`src/rtl/fifo_to_mem_writer_pkg.sv`:
```
// Shared types and helpers for the stream-to-memory writer.
// Latency: none (types only); backpressure: n/a.
package fifo_to_mem_writer_pkg;

    typedef enum logic [1:0] {
        IDLE = 2'd0,
        RUN  = 2'd1,
        DONE = 2'd2
    } state_t;

    function automatic int clog2(input int value);
        int result;
        result = 0;
        for (int i = 0; i < 32; i++) begin
            if ((1 << result) < value) begin
                result = result + 1;
            end
        end
        return result;
    endfunction

endpackage

```
`src/rtl/fifo_to_mem_writer_sync_fifo.sv`:
```
// First-word-fall-through synchronous FIFO; rdata shows the head word combinationally.
// Latency: push visible to pop next cycle; backpressure: full refuses push, empty refuses pop.
module sync_fifo
    import fifo_to_mem_writer_pkg::*;
#(
    parameter int DATA_WIDTH = 8,
    parameter int FIFO_DEPTH = 16
)
(
    input  logic                          clk,
    input  logic                          rst,
    input  logic                          push,
    input  logic [DATA_WIDTH-1:0]         wdata,
    input  logic                          pop,
    output logic [DATA_WIDTH-1:0]         rdata,
    output logic                          full,
    output logic                          empty,
    output logic [clog2(FIFO_DEPTH):0]    count
);

    localparam int PW = clog2(FIFO_DEPTH);
    localparam logic [PW:0] ONE = (PW + 1)'(1);
    localparam logic [PW-1:0] PTR_ONE = PW'(1);

    logic [DATA_WIDTH-1:0] storage [FIFO_DEPTH];
    logic [PW-1:0]         wr_ptr;
    logic [PW-1:0]         rd_ptr;
    logic                  do_push;
    logic                  do_pop;

    assign full    = (count == (PW + 1)'(FIFO_DEPTH));
    assign empty   = (count == '0);
    assign do_push = push && !full;
    assign do_pop  = pop && !empty;
    assign rdata   = storage[rd_ptr];

    always_ff @(posedge clk) begin
        if (do_push) begin
            storage[wr_ptr] <= wdata;
        end
    end

    // Pointers wrap naturally because the depth is a power of two.
    always_ff @(posedge clk) begin
        if (rst) begin
            wr_ptr <= '0;
            rd_ptr <= '0;
            count  <= '0;
        end else begin
            if (do_push) begin
                wr_ptr <= wr_ptr + PTR_ONE;
            end
            if (do_pop) begin
                rd_ptr <= rd_ptr + PTR_ONE;
            end
            case ({do_push, do_pop})
                2'b10:   count <= count + ONE;
                2'b01:   count <= count - ONE;
                default: count <= count;
            endcase
        end
    end

endmodule

```
`src/rtl/fifo_to_mem_writer.sv`:
```
// Buffers a word stream and, on start, writes xfer_len words to consecutive RAM addresses.
// Latency: 1 cycle pop-to-write; backpressure: in_ready low when FIFO full, writes stall when empty.
module fifo_to_mem_writer
    import fifo_to_mem_writer_pkg::*;
#(
    parameter int DATA_WIDTH = 8,
    parameter int FIFO_DEPTH = 16,
    parameter int ADDR_WIDTH = 10
)
(
    input  logic                          clk,
    input  logic                          rst,
    input  logic                          in_valid,
    input  logic [DATA_WIDTH-1:0]         in_data,
    output logic                          in_ready,
    input  logic                          start,
    input  logic [ADDR_WIDTH-1:0]         base_addr,
    input  logic [ADDR_WIDTH:0]           xfer_len,
    output logic                          busy,
    output logic                          done,
    output logic                          mem_we,
    output logic [ADDR_WIDTH-1:0]         mem_addr,
    output logic [DATA_WIDTH-1:0]         mem_wdata,
    output logic [clog2(FIFO_DEPTH):0]    fifo_count
);

    localparam logic [ADDR_WIDTH:0] IDX_ONE = (ADDR_WIDTH + 1)'(1);

    state_t                  state;
    logic [ADDR_WIDTH-1:0]   base;
    logic [ADDR_WIDTH:0]     len;
    logic [ADDR_WIDTH:0]     idx;
    logic                    fifo_full;
    logic                    fifo_empty;
    logic [DATA_WIDTH-1:0]   fifo_rdata;
    logic                    push;
    logic                    pop;

    assign in_ready = !fifo_full;
    assign push     = in_valid && in_ready;
    assign pop      = (state == RUN) && !fifo_empty && (idx < len);

    sync_fifo #(
        .DATA_WIDTH (DATA_WIDTH),
        .FIFO_DEPTH (FIFO_DEPTH)
    ) u_fifo (
        .clk   (clk),
        .rst   (rst),
        .push  (push),
        .wdata (in_data),
        .pop   (pop),
        .rdata (fifo_rdata),
        .full  (fifo_full),
        .empty (fifo_empty),
        .count (fifo_count)
    );

    always_ff @(posedge clk) begin
        if (rst) begin
            state     <= IDLE;
            base      <= '0;
            len       <= '0;
            idx       <= '0;
            busy      <= 1'b0;
            done      <= 1'b0;
            mem_we    <= 1'b0;
            mem_addr  <= '0;
            mem_wdata <= '0;
        end else begin
            mem_we <= pop;
            done   <= 1'b0;

            // Address uses the pre-increment index; the sum wraps at 2^ADDR_WIDTH.
            if (pop) begin
                mem_addr  <= base + idx[ADDR_WIDTH-1:0];
                mem_wdata <= fifo_rdata;
                idx       <= idx + IDX_ONE;
            end

            case (state)
                IDLE: begin
                    if (start) begin
                        busy <= 1'b1;
                        if (xfer_len != '0) begin
                            base  <= base_addr;
                            len   <= xfer_len;
                            idx   <= '0;
                            state <= RUN;
                        end else begin
                            done  <= 1'b1;
                            state <= DONE;
                        end
                    end
                end
                RUN: begin
                    if (pop && ((idx + IDX_ONE) == len)) begin
                        done  <= 1'b1;
                        state <= DONE;
                    end
                end
                DONE: begin
                    busy  <= 1'b0;
                    state <= IDLE;
                end
                default: begin
                    busy  <= 1'b0;
                    state <= IDLE;
                end
            endcase
        end
    end

endmodule
```
`config.mk`:
```
export PLATFORM = sky130hd
export DESIGN_NAME = fifo_to_mem_writer
export DESIGN_NICKNAME = d
export VERILOG_FILES = /design/src/rtl/fifo_to_mem_writer_pkg.sv /design/src/rtl/fifo_to_mem_writer_sync_fifo.sv /design/src/rtl/fifo_to_mem_writer.sv
export SDC_FILE = /design/constraint.sdc
export NUM_CORES = 1
export LEC_CHECK = 0
export CORE_ASPECT_RATIO = 1.25
export CORE_MARGIN = 1.5
export CORE_UTILIZATION = 59
export DETAILED_ROUTE_END_ITERATION = 8
export PLACE_DENSITY = 0.8
export SLEW_MARGIN = 40
export SYNTH_ARGS = -nofsm -noshare
export SYNTH_HDL_FRONTEND = slang
export SYNTH_HIERARCHICAL = 1
export SYNTH_SLANG_ARGS = --single-unit
```
`constraint.sdc`:
```
create_clock -name clk -period 4.7 [get_ports clk]
set_clock_uncertainty 0.1 [all_clocks]
set_input_delay 0.705 -clock clk [delete_from_list [all_inputs] [get_ports clk]]
set_output_delay 0.705 -clock clk [all_outputs]
set_load 0.02 [all_outputs]
```
# After elaboration in Yosys (flattened, before gate mapping)
# Memories as Yosys holds them, arrays and structs flattened. A register that Yosys moved wholly into a read port is not among the register bits.
# Index checks and enable logic that the tools add are counted.
# word_totals
in_bits	33
ramBits	128
word_cells	59
romBits	0
output_inout_bits	27
n_memories	1
latchBits	0
regBits	60
# op_classes
n_eq_ne	7
shifts	0
multipliers	0
order_cmp	1
bitwise_logic	1
addsub	6
n_mux	17
div	0
reduce_logical	15
# memory_table
memory	words	word_bits	rd	rd_ports_with_merged_regs	wr	line_no	rtl
u_fifo.storage	16	8	1	1	1	fifo_to_mem_writer_sync_fifo.sv:25	logic [DATA_WIDTH-1:0] storage [FIFO_DEPTH];
# ops
cell	count
$mux W11	4
$add A11 B1 Y11 const B	1
$eq A11 B11 Y1	1
$lt A11 B11 Y1	1
$reduce_bool A11 Y1	1
$add A10 B10 Y10	1
$pmux W5 S2	1
$add A4 B1 Y4 const B	2
$logic_and A1 B1 Y1	6
$mux W1	6
$mux W2	3
$add A5 B1 Y5 const B	1
$eq A5 B5 Y1 const B	1
$logic_not A5 Y1	1
$sub A5 B1 Y5 const B	1
$eq A2 B1 Y1 const B	2
$pmux W1 S2	2
$pmux W2 S2	1
$reduce_and A2 Y1	2
$reduce_and A3 Y1	1
$eq A2 B2 Y1 const B	1
$logic_not A1 Y1	2
$logic_not A2 Y1	1
$ne A2 B1 Y1 const B	1
other kinds (3)	3

# Longest topological paths before layout
# Gate-level depths: netlist of the first run.
# logic_depth
word_depth	8
ltp_mapped	17
ltp_nobuf	15

# Modules after synthesis
# Netlist of the first run, hierarchy kept.
# by_module_without_submodules
module	seq_area_each_um2	cells_per_inst	area_per_inst_um2	n_inst
sync_fifo	4184.0	305	5974.5	1
fifo_to_mem_writer	1101.1	367	3025.4	1

# Least setup slack after synthesis of the first run
# OpenSTA, ideal clock, no wires.
# synth_timing
kind	reg-to-reg
startpoint	reg u_fifo.count[2]
endpoint	reg u_fifo.count[2]
slack_ps	1105
setup_time_ps	71
period_less_slack_ps	3595
path_buffers	4
stages_incl_launch_ff	18
t_arrival_ps	3424
t_required_ps	4529
cell_sequence	dfxtp_1 buf_2 or4_1 buf_2 nor2_1 nor4_1 a31oi_2 inv_2 buf_2 o21ai_4 inv_1 ha_1 clkbuf_1 xor2_1 ha_1 o21a_1 or4_1 a21oi_1
# synth_between
elab_chain_len	7
elab_cells_between_ends	15
classes_between	add/sub: 2; eq/ne: 3; mux: 1; reduce/logical: 9
# synth_lines
element	line_no	rtl
start: declaration	fifo_to_mem_writer_sync_fifo.sv:18	output logic [clog2(FIFO_DEPTH):0] count
start signal: assignment	fifo_to_mem_writer_sync_fifo.sv:57	2'b10: count <= count + ONE;
start signal: assignment	fifo_to_mem_writer_sync_fifo.sv:58	2'b01: count <= count - ONE;
start signal: assignment	fifo_to_mem_writer_sync_fifo.sv:59	default: count <= count;
$logic_not A5 Y1 *	fifo_to_mem_writer_sync_fifo.sv:32	assign empty = (count == '0);
named net fifo_empty	fifo_to_mem_writer.sv:34	logic fifo_empty;
$logic_not A1 Y1 *	fifo_to_mem_writer.sv:41	assign pop = (state == RUN) && !fifo_empty && (idx < len);
$logic_and A1 B1 Y1 * (2 in a row)	fifo_to_mem_writer.sv:41	
named net pop	fifo_to_mem_writer.sv:37	logic pop;
$logic_and A1 B1 Y1 *	fifo_to_mem_writer_sync_fifo.sv:34	assign do_pop = pop && !empty;
named net u_fifo.do_pop	fifo_to_mem_writer_sync_fifo.sv:29	logic do_pop;
$eq A2 B1 Y1 or $eq A2 B2 Y1 (tied branches)	fifo_to_mem_writer_sync_fifo.sv:56	case ({do_push, do_pop})
$pmux W5 S2 or $reduce_bool A2 Y1 (tied branches)	--	
# The timed path passes the listed nets; every way through them passes the cells marked *.
# A chain may end at the register's enable or synchronous reset.

# Worst setup path in the final report of the first run
# layout_timing
startpoint	reg u_fifo.count[0]
endpoint	reg u_fifo.count[2]
# layout_between
elab_chain_len	7
elab_cells_between_ends	15
classes_between	add/sub: 2; eq/ne: 3; mux: 1; reduce/logical: 9
# layout_lines
element	line_no
$logic_not A5 Y1 *	fifo_to_mem_writer_sync_fifo.sv:32
named net fifo_empty	fifo_to_mem_writer.sv:34
$logic_not A1 Y1 *	fifo_to_mem_writer_sync_fifo.sv:34, fifo_to_mem_writer.sv:41
$logic_and A1 B1 Y1 (2 in a row)	fifo_to_mem_writer.sv:41
$logic_and A1 B1 Y1 *	fifo_to_mem_writer_sync_fifo.sv:34
named net u_fifo.do_pop	fifo_to_mem_writer_sync_fifo.sv:29
$eq A2 B1 Y1 or $eq A2 B2 Y1 (tied branches)	fifo_to_mem_writer_sync_fifo.sv:56
$pmux W5 S2 or $reduce_bool A2 Y1 (tied branches)	--
# Marked as above.

==> flow_summary_export.csv, run 1 <==
group,metric,value,unit
die,die-height,141,µm
timing,finalWorstSetupSlack,1.25,ns
global_routing,use_met3,4.94,%
cts,holdBufCountCts,0,
worst_setup_path,worst_path_max_delay_cell,"or4_1",
worst_setup_path,reg2reg_from,"u_fifo/count[0]",
routing,wl_per_cell,20.3,µm
synth,syn_inst,672,
routing,vias,5634,
worst_setup_path,reg2reg_to,"u_fifo/count[2]",
place,hpwl,12700,µm
hold_path,hold_class,"reg2reg",
worst_setup_path,critPathLaunchType,"register",
die,start_util,60.2,%
die,fp.dieW,113,µm
die,core.rowCount,50,
cts,clock_path_buffers,2,
cells_and_area,final_area,10400,µm²
global_routing,grt_pass1_wl,30000,µm
cells_and_area,fill_cells,966,
cts,cts-root-buf,"clkbuf_16",
synth,synth-edff-count,128,
worst_setup_path,crit_required,4.96,ns
place,port_buffers,59,
synth,netlist.area_leader.share,42.7,%
timing,slew_violations,0,
worst_setup_path,max_stage_delay,0.71,ns
timing,setup-tns-final,0,ns
synth,yosysWarnings,6,
cells_and_area,area_growth,15.2,%
power_and_ir_drop,vdd_drop_max,0.000339,V
global_routing,grtUsageMet2,45.5,%
power_and_ir_drop,p_per_area,391,nW/µm²
worst_setup_path,worstPathCellList,"or4_1, nor2_1, nor4_1, a31oi_2, inv_2, o21ai_4, inv_1, ha_1, xor2_1, ha_1, o21a_1, or4_1, a21oi_1",
hold_path,whs_endpoint,"mem_addr[7]",
cts,htree_levels,4,
timing,final_hold_viol_count,0,
cts,cts_buffers,17,
global_routing,antenna_found_initial,0,
timing,tightest_slew,0.839,ns
global_routing,grt-ovfl-total,0,
power_and_ir_drop,leakage,3.59,nW
place,pre_cts_ws,1.24,ns
worst_setup_path,cp_max_fo,12,
place,place.gp.congestion,0.830,
worst_setup_path,worst-path-buf-inv,2,
worst_setup_path,crit_type,"reg2reg",
synth,seq_area_frac_synth,58.7,%
timing,max_freq,290,MHz
timing,rsz0062_at_grt,"no",
synth,synth_area,9000,µm²
cells_and_area,fin_util,69.3,%
synth,synth_area_leaders,"edfxtp_1 (43%), dfxtp_1 (16%), mux4_1 (8.2%)",
worst_setup_path,rr_worst_depth,13,
cells_and_area,drive_above_1_share,9.21,%
timing,finalCritPeriodShare,73.5,%
worst_setup_path,arrival,3.71,ns
die,fp.dieArea,16000,µm²
timing,relSlewSlack,43.9,%
routing,antenna_left,0,
timing,setup_viol,0,
routing,vias_per_cell,6.12,
routing,route.detailed.drc,0,
routing,drt_first_pass_iters,5,
power_and_ir_drop,power,0.00405,W
die,ios,60,
cells_and_area,layout_commonest_cell,"edfxtp_1",
synth,ys_ff_latch,200,
worst_setup_path,reg2reg_slack,1.25,ns
cts,clk_latency,0.44,ns
routing,routed_wirelength,18700,µm
synth,synth_cell_types,68,
global_routing,use_met1,28.7,%
synth,synth_ff_type,"edfxtp_1",
run,drv_cap,0,
die,core,15000,µm²
place,dpl_cell_area,9710,µm²
cells_and_area,layout_common_cells,"edfxtp_1 (128), dfxtp_1 (72), nand2_1 (62)",
run_status,outcome,"completed",
global_routing,grt_usage,24.7,%
timing,finalCriticalPeriod,3.45,ns
global_routing,grt-busiest-layer,"met2",
global_routing,grt_pass1_vias,5743,
synth,synth_area_per_cell,13.4,µm²
synth,postSynth.asyncResetShare,0,%
cts,path_clk_slew,0.08,ns
hold_path,hp-start,"mem_addr[7]",
worst_setup_path,crit_path_end_kind,"register",
cts,cts.repair.resized,0,
global_routing,grt_max_degree,65,
cts,cts_setup_buffers,0,
cells_and_area,antenna_cells,0,
routing,first_iter_violations,407,
worst_setup_path,critPathTopFamily,"simple AND/OR/NAND/NOR gates",
cells_and_area,fin_nets,788,
synth,synthesis.nets,735,
cts,cts_sinks,200,
synth,yosysTopAreaCell,"edfxtp_1",
cts,cts_tree,"done",
hold_path,whs_path_depth,2,
-- cell type report --
class                           instances  area, µm²  area share [%]
Clock buffer                           17        425            4.10
Timing Repair Buffer                   69        661            6.37
Sequential cell                       200       5290            51.0
Clock inverter                         15        231            2.23
Tap cell                              182        228            2.20
Inverter                               28        106            1.03
Multi-Input combinational cell        409       3430            33.1
-- cells in the mapped netlist (7+ instances only) --
cell type / instances
edfxtp_1: 128
nand2_1: 62
xor2_1: 16
ha_1: 29
buf_2: 8
mux2i_1: 20
dfxtp_1: 72
a21oi_1: 48
inv_1: 26
xnor2_1: 9
mux4_1: 28
nor2b_1: 8
o21ai_1: 7
mux4_2: 12
or3_1: 8
nor3_1: 15
nor2_1: 55
clkbuf_1: 18
-- where the power goes --
part           leakage (nW)  internal [W]  switching, W
logic                  1.53      0.000222      0.000275
registers              1.74       0.00193     0.0000483
clock network         0.320      0.000840      0.000734
-- through the flow --
| stage | hold WS (ns) | cells |
|---|---|---|
| 2_1_floorplan | 0.341 | 672 |
| 3_3_place_gp | 0.348 | 888 |
| 3_5_place_dp | 0.356 | 888 |
| 4_1_cts | 0.367 | 920 |
| 5_1_grt | 0.396 | 920 |
| 6_report | 0.373 | 920 |
-- worst max path at each step --
stage,startpoint,end,slack (ns),cells past startpoint
floorplan,u_fifo/count[2],u_fifo/count[2],1.11,17
global placement,in_valid,u_fifo/count[2],1.27,10
detailed placement,in_valid,u_fifo/count[2],1.24,10
CTS,u_fifo/count[0],u_fifo/count[2],1.26,13
global route,u_fifo/count[0],u_fifo/count[2],1.00,13
finish,u_fifo/count[0],u_fifo/count[2],1.25,13
-- sequential cells by signal, indices dropped and copies added, names as in the netlist, named ones only --
signal / count
mem_we: 1
mem_wdata: 8
len: 11
mem_addr: 10
state: 2
done: 1
base: 10
u_fifo/rd_ptr: 4
u_fifo/count: 5
u_fifo/wr_ptr: 4
u_fifo/storage: 128
idx: 11
busy: 1
-- kinds of logic (layout without fill, tap and decap cells) --
| group | Yosys count | count (layout) | share of synthesized area, % |
|---|---|---|---|
| and+or+nand+nor | 190 | 190 | 10.1 |
| buffers and inverters | 63 | 129 | 3.21 |
| adders and majority gates | 30 | 30 | 4.25 |
| AOI/OAI and AO/OA | 103 | 103 | 7.69 |
| xor gates and xnor gates | 26 | 26 | 2.61 |
| muxes | 60 | 60 | 13.4 |
| DFF | 200 | 200 | 58.7 |
-- worst reg2reg max path, delay by kind of cell (launching register included) --
family | cells | cell delay [ns]
flops | 1 | 0.37
simple gates | 4 | 1.38
buf+inv | 2 | 0.14
xor+xnor | 1 | 0.20
compound gates | 4 | 0.64
fa+ha+maj | 2 | 0.54
-- per-layer routing --
metal  wire length, µm  part of all wire (%)
met5                 0                     0
met4               365                   2.0
met2             10300                    55
met1              7420                    40
met3               656                   3.5
Note: power is estimated with default switching activity, not from simulation.
==> inputs of run 2 (changes only) <==
==> constraint.sdc (replaced) <==
create_clock -name clk -period 3.6 [get_ports clk]
set_clock_uncertainty 0.1 [all_clocks]
set_input_delay 0.54 -clock clk [delete_from_list [all_inputs] [get_ports clk]]
set_output_delay 0.54 -clock clk [all_outputs]
set_load 0.02 [all_outputs]
==> flow_summary_export.csv, run 2 (same netlist as run 1, synthesis figures left out) <==
group,metric,value,unit
routing,antenna_left,0,
routing,wl_per_cell,21.0,µm
place,port_buffers,59,
worst_setup_path,arrival,3.47,ns
run,drv_cap,0,
cts,cts_setup_buffers,0,
place,pre_cts_ws,0.434,ns
power_and_ir_drop,vdd_drop_max,0.000519,V
global_routing,grt-ovfl-total,0,
global_routing,grt_pass1_wl,30500,µm
worst_setup_path,crit_type,"reg2reg",
worst_setup_path,worstPathCellList,"ha_1, a21oi_1, nor2b_1, o41ai_2, a31oi_2, inv_2, o21ai_4, inv_1, ha_1, xor2_1, ha_1, nor3_1, or4_1, a21oi_1",
timing,max_freq,313,MHz
power_and_ir_drop,leakage,3.64,nW
timing,relSlewSlack,43.4,%
cts,cts_buffers,17,
timing,tightest_slew,0.846,ns
timing,finalCriticalPeriod,3.20,ns
worst_setup_path,critPathTopFamily,"compound AO/OA/AOI/OAI gates",
die,die-height,141,µm
worst_setup_path,cp_max_fo,8,
hold_path,hold_class,"reg2reg",
worst_setup_path,worst-path-buf-inv,2,
routing,drt_first_pass_iters,5,
global_routing,grt_pass1_vias,5759,
cells_and_area,drive_above_1_share,10.8,%
cts,clk_latency,0.44,ns
worst_setup_path,critPathLaunchType,"register",
die,core,15000,µm²
global_routing,grt_max_degree,38,
hold_path,hp-start,"base[8]",
worst_setup_path,max_stage_delay,0.49,ns
cells_and_area,antenna_cells,0,
hold_path,whs_path_depth,2,
die,fp.dieArea,16000,µm²
cells_and_area,top_register,"u_fifo/storage",
die,fp.dieW,113,µm
timing,finalWorstSetupSlack,0.405,ns
die,start_util,60.2,%
worst_setup_path,crit_path_end_kind,"register",
run_status,outcome,"completed",
worst_setup_path,crit_top_cell,"ha_1",
cells_and_area,biggestRegsByFlops,"u_fifo/storage (128), idx (11), len (11)",
routing,vias_per_cell,6.12,
global_routing,grt_usage,25.7,%
timing,final_hold_viol_count,0,
cts,cts_tree,"done",
worst_setup_path,reg2reg_slack,0.40,ns
timing,finalCritPeriodShare,88.8,%
routing,route.detailed.drc,0,
cts,holdBufCountCts,0,
timing,setup-tns-final,0,ns
timing,setup_viol,0,
worst_setup_path,crit_required,3.87,ns
cts,clock_path_buffers,2,
worst_setup_path,worst_path_max_delay_cell,"dfxtp_1",
worst_setup_path,rr_worst_depth,14,
power_and_ir_drop,p_per_area,499,nW/µm²
cells_and_area,fin_nets,801,
die,core.rowCount,50,
worst_setup_path,reg2reg_from,"idx[4]",
cells_and_area,largest_reg_flops,128,
timing,slew_violations,0,
cts,htree_levels,4,
place,hpwl,13500,µm
cells_and_area,area_growth,15.8,%
place,place.gp.congestion,0.896,
cts,cts_sinks,200,
routing,first_iter_violations,430,
global_routing,antenna_found_initial,0,
die,ios,60,
timing,rsz0062_at_grt,"no",
cells_and_area,layout_commonest_cell,"edfxtp_1",
hold_path,whs_endpoint,"base[8]",
worst_setup_path,reg2reg_to,"u_fifo/count[2]",
cts,cts.repair.resized,0,
cells_and_area,layout_common_cells,"edfxtp_1 (128), dfxtp_1 (72), nand2_1 (62)",
cts,path_clk_slew,0.08,ns
cts,cts-root-buf,"clkbuf_16",
routing,vias,5713,
routing,routed_wirelength,19600,µm
-- run 2: cell types whose count changed in the layout (fill, tap and decap cells not counted), sizes merged --
| cell | change |
|---|---|
| buf | +13 |
| clkbuf | +1 |
| clkinv | +2 |
| bufinv | -1 |
| inv | -2 |
-- run 2: per-layer routing --
metal | vias up | track usage, % | wire length (µm)
met1 | 2842 | 29.6 | 7530
met4 | 0 | 12.2 | 625
met2 | 163 | 46.0 | 10700
li1 | 2662 | - | -
met5 | - | 0 | 0
met3 | 46 | 4.77 | 741
-- run 2: cell type report --
class                      count  area, µm²
sequential                   200       5290
fill                         974       4530
multi-input combinational    409       3430
timing repair buffer          82        758
clock buffer                  18        429
tap                          182        228
clock inverter                14        189
inverter                      28        106
-- run 2: worst max path at each step --
stage	slack [ns]	depth (start not counted)	to	start
final	0.40	14	u_fifo/count[2]	idx[4]
after CTS	0.41	14	u_fifo/count[2]	idx[4]
after floorplan	0.005	17	u_fifo/count[2]	u_fifo/count[2]
after global routing	0.17	14	u_fifo/count[2]	idx[2]
after global placement	0.52	10	u_fifo/count[2]	in_valid
after detailed placement	0.43	14	u_fifo/count[2]	idx[4]
-- run 2: where the power goes --
part | switching, W | internal (W) | leakage, nW | total (W)
clock | 0.000940 | 0.00101 | 0.300 | 0.00195
sequential | 0.0000717 | 0.00252 | 1.74 | 0.00259
combinational | 0.000357 | 0.000300 | 1.60 | 0.000658
total | 0.00137 | 0.00383 | 3.64 | 0.00520
-- run 2: worst register-to-register path: cells and delay by family, from the launching register on --
| kind | cells | cell delay, ns |
|---|---|---|
| buffers and inverters | 2 | 0.17 |
| xor gates and xnor gates | 1 | 0.16 |
| and+or+nand+nor | 3 | 0.61 |
| DFF | 1 | 0.49 |
| adders and majority gates | 3 | 0.71 |
| AOI/OAI and AO/OA | 5 | 0.88 |
-- run 2: metrics by stage --
step / total power [W] / std cells / hold WS (ns) / util, % / cell area, µm²
2_1_floorplan: 0.00306 / 672 / 0.341 / - / 9000
3_3_place_gp: 0.00326 / 901 / 0.348 / 65.6 / 9800
3_5_place_dp: 0.00329 / 901 / 0.357 / 65.6 / 9800
4_1_cts: 0.00523 / 933 / 0.367 / 69.7 / 10400
5_1_grt: 0.00538 / 933 / 0.396 / 69.7 / 10400
6_report: 0.00520 / 933 / 0.367 / 69.7 / 10400
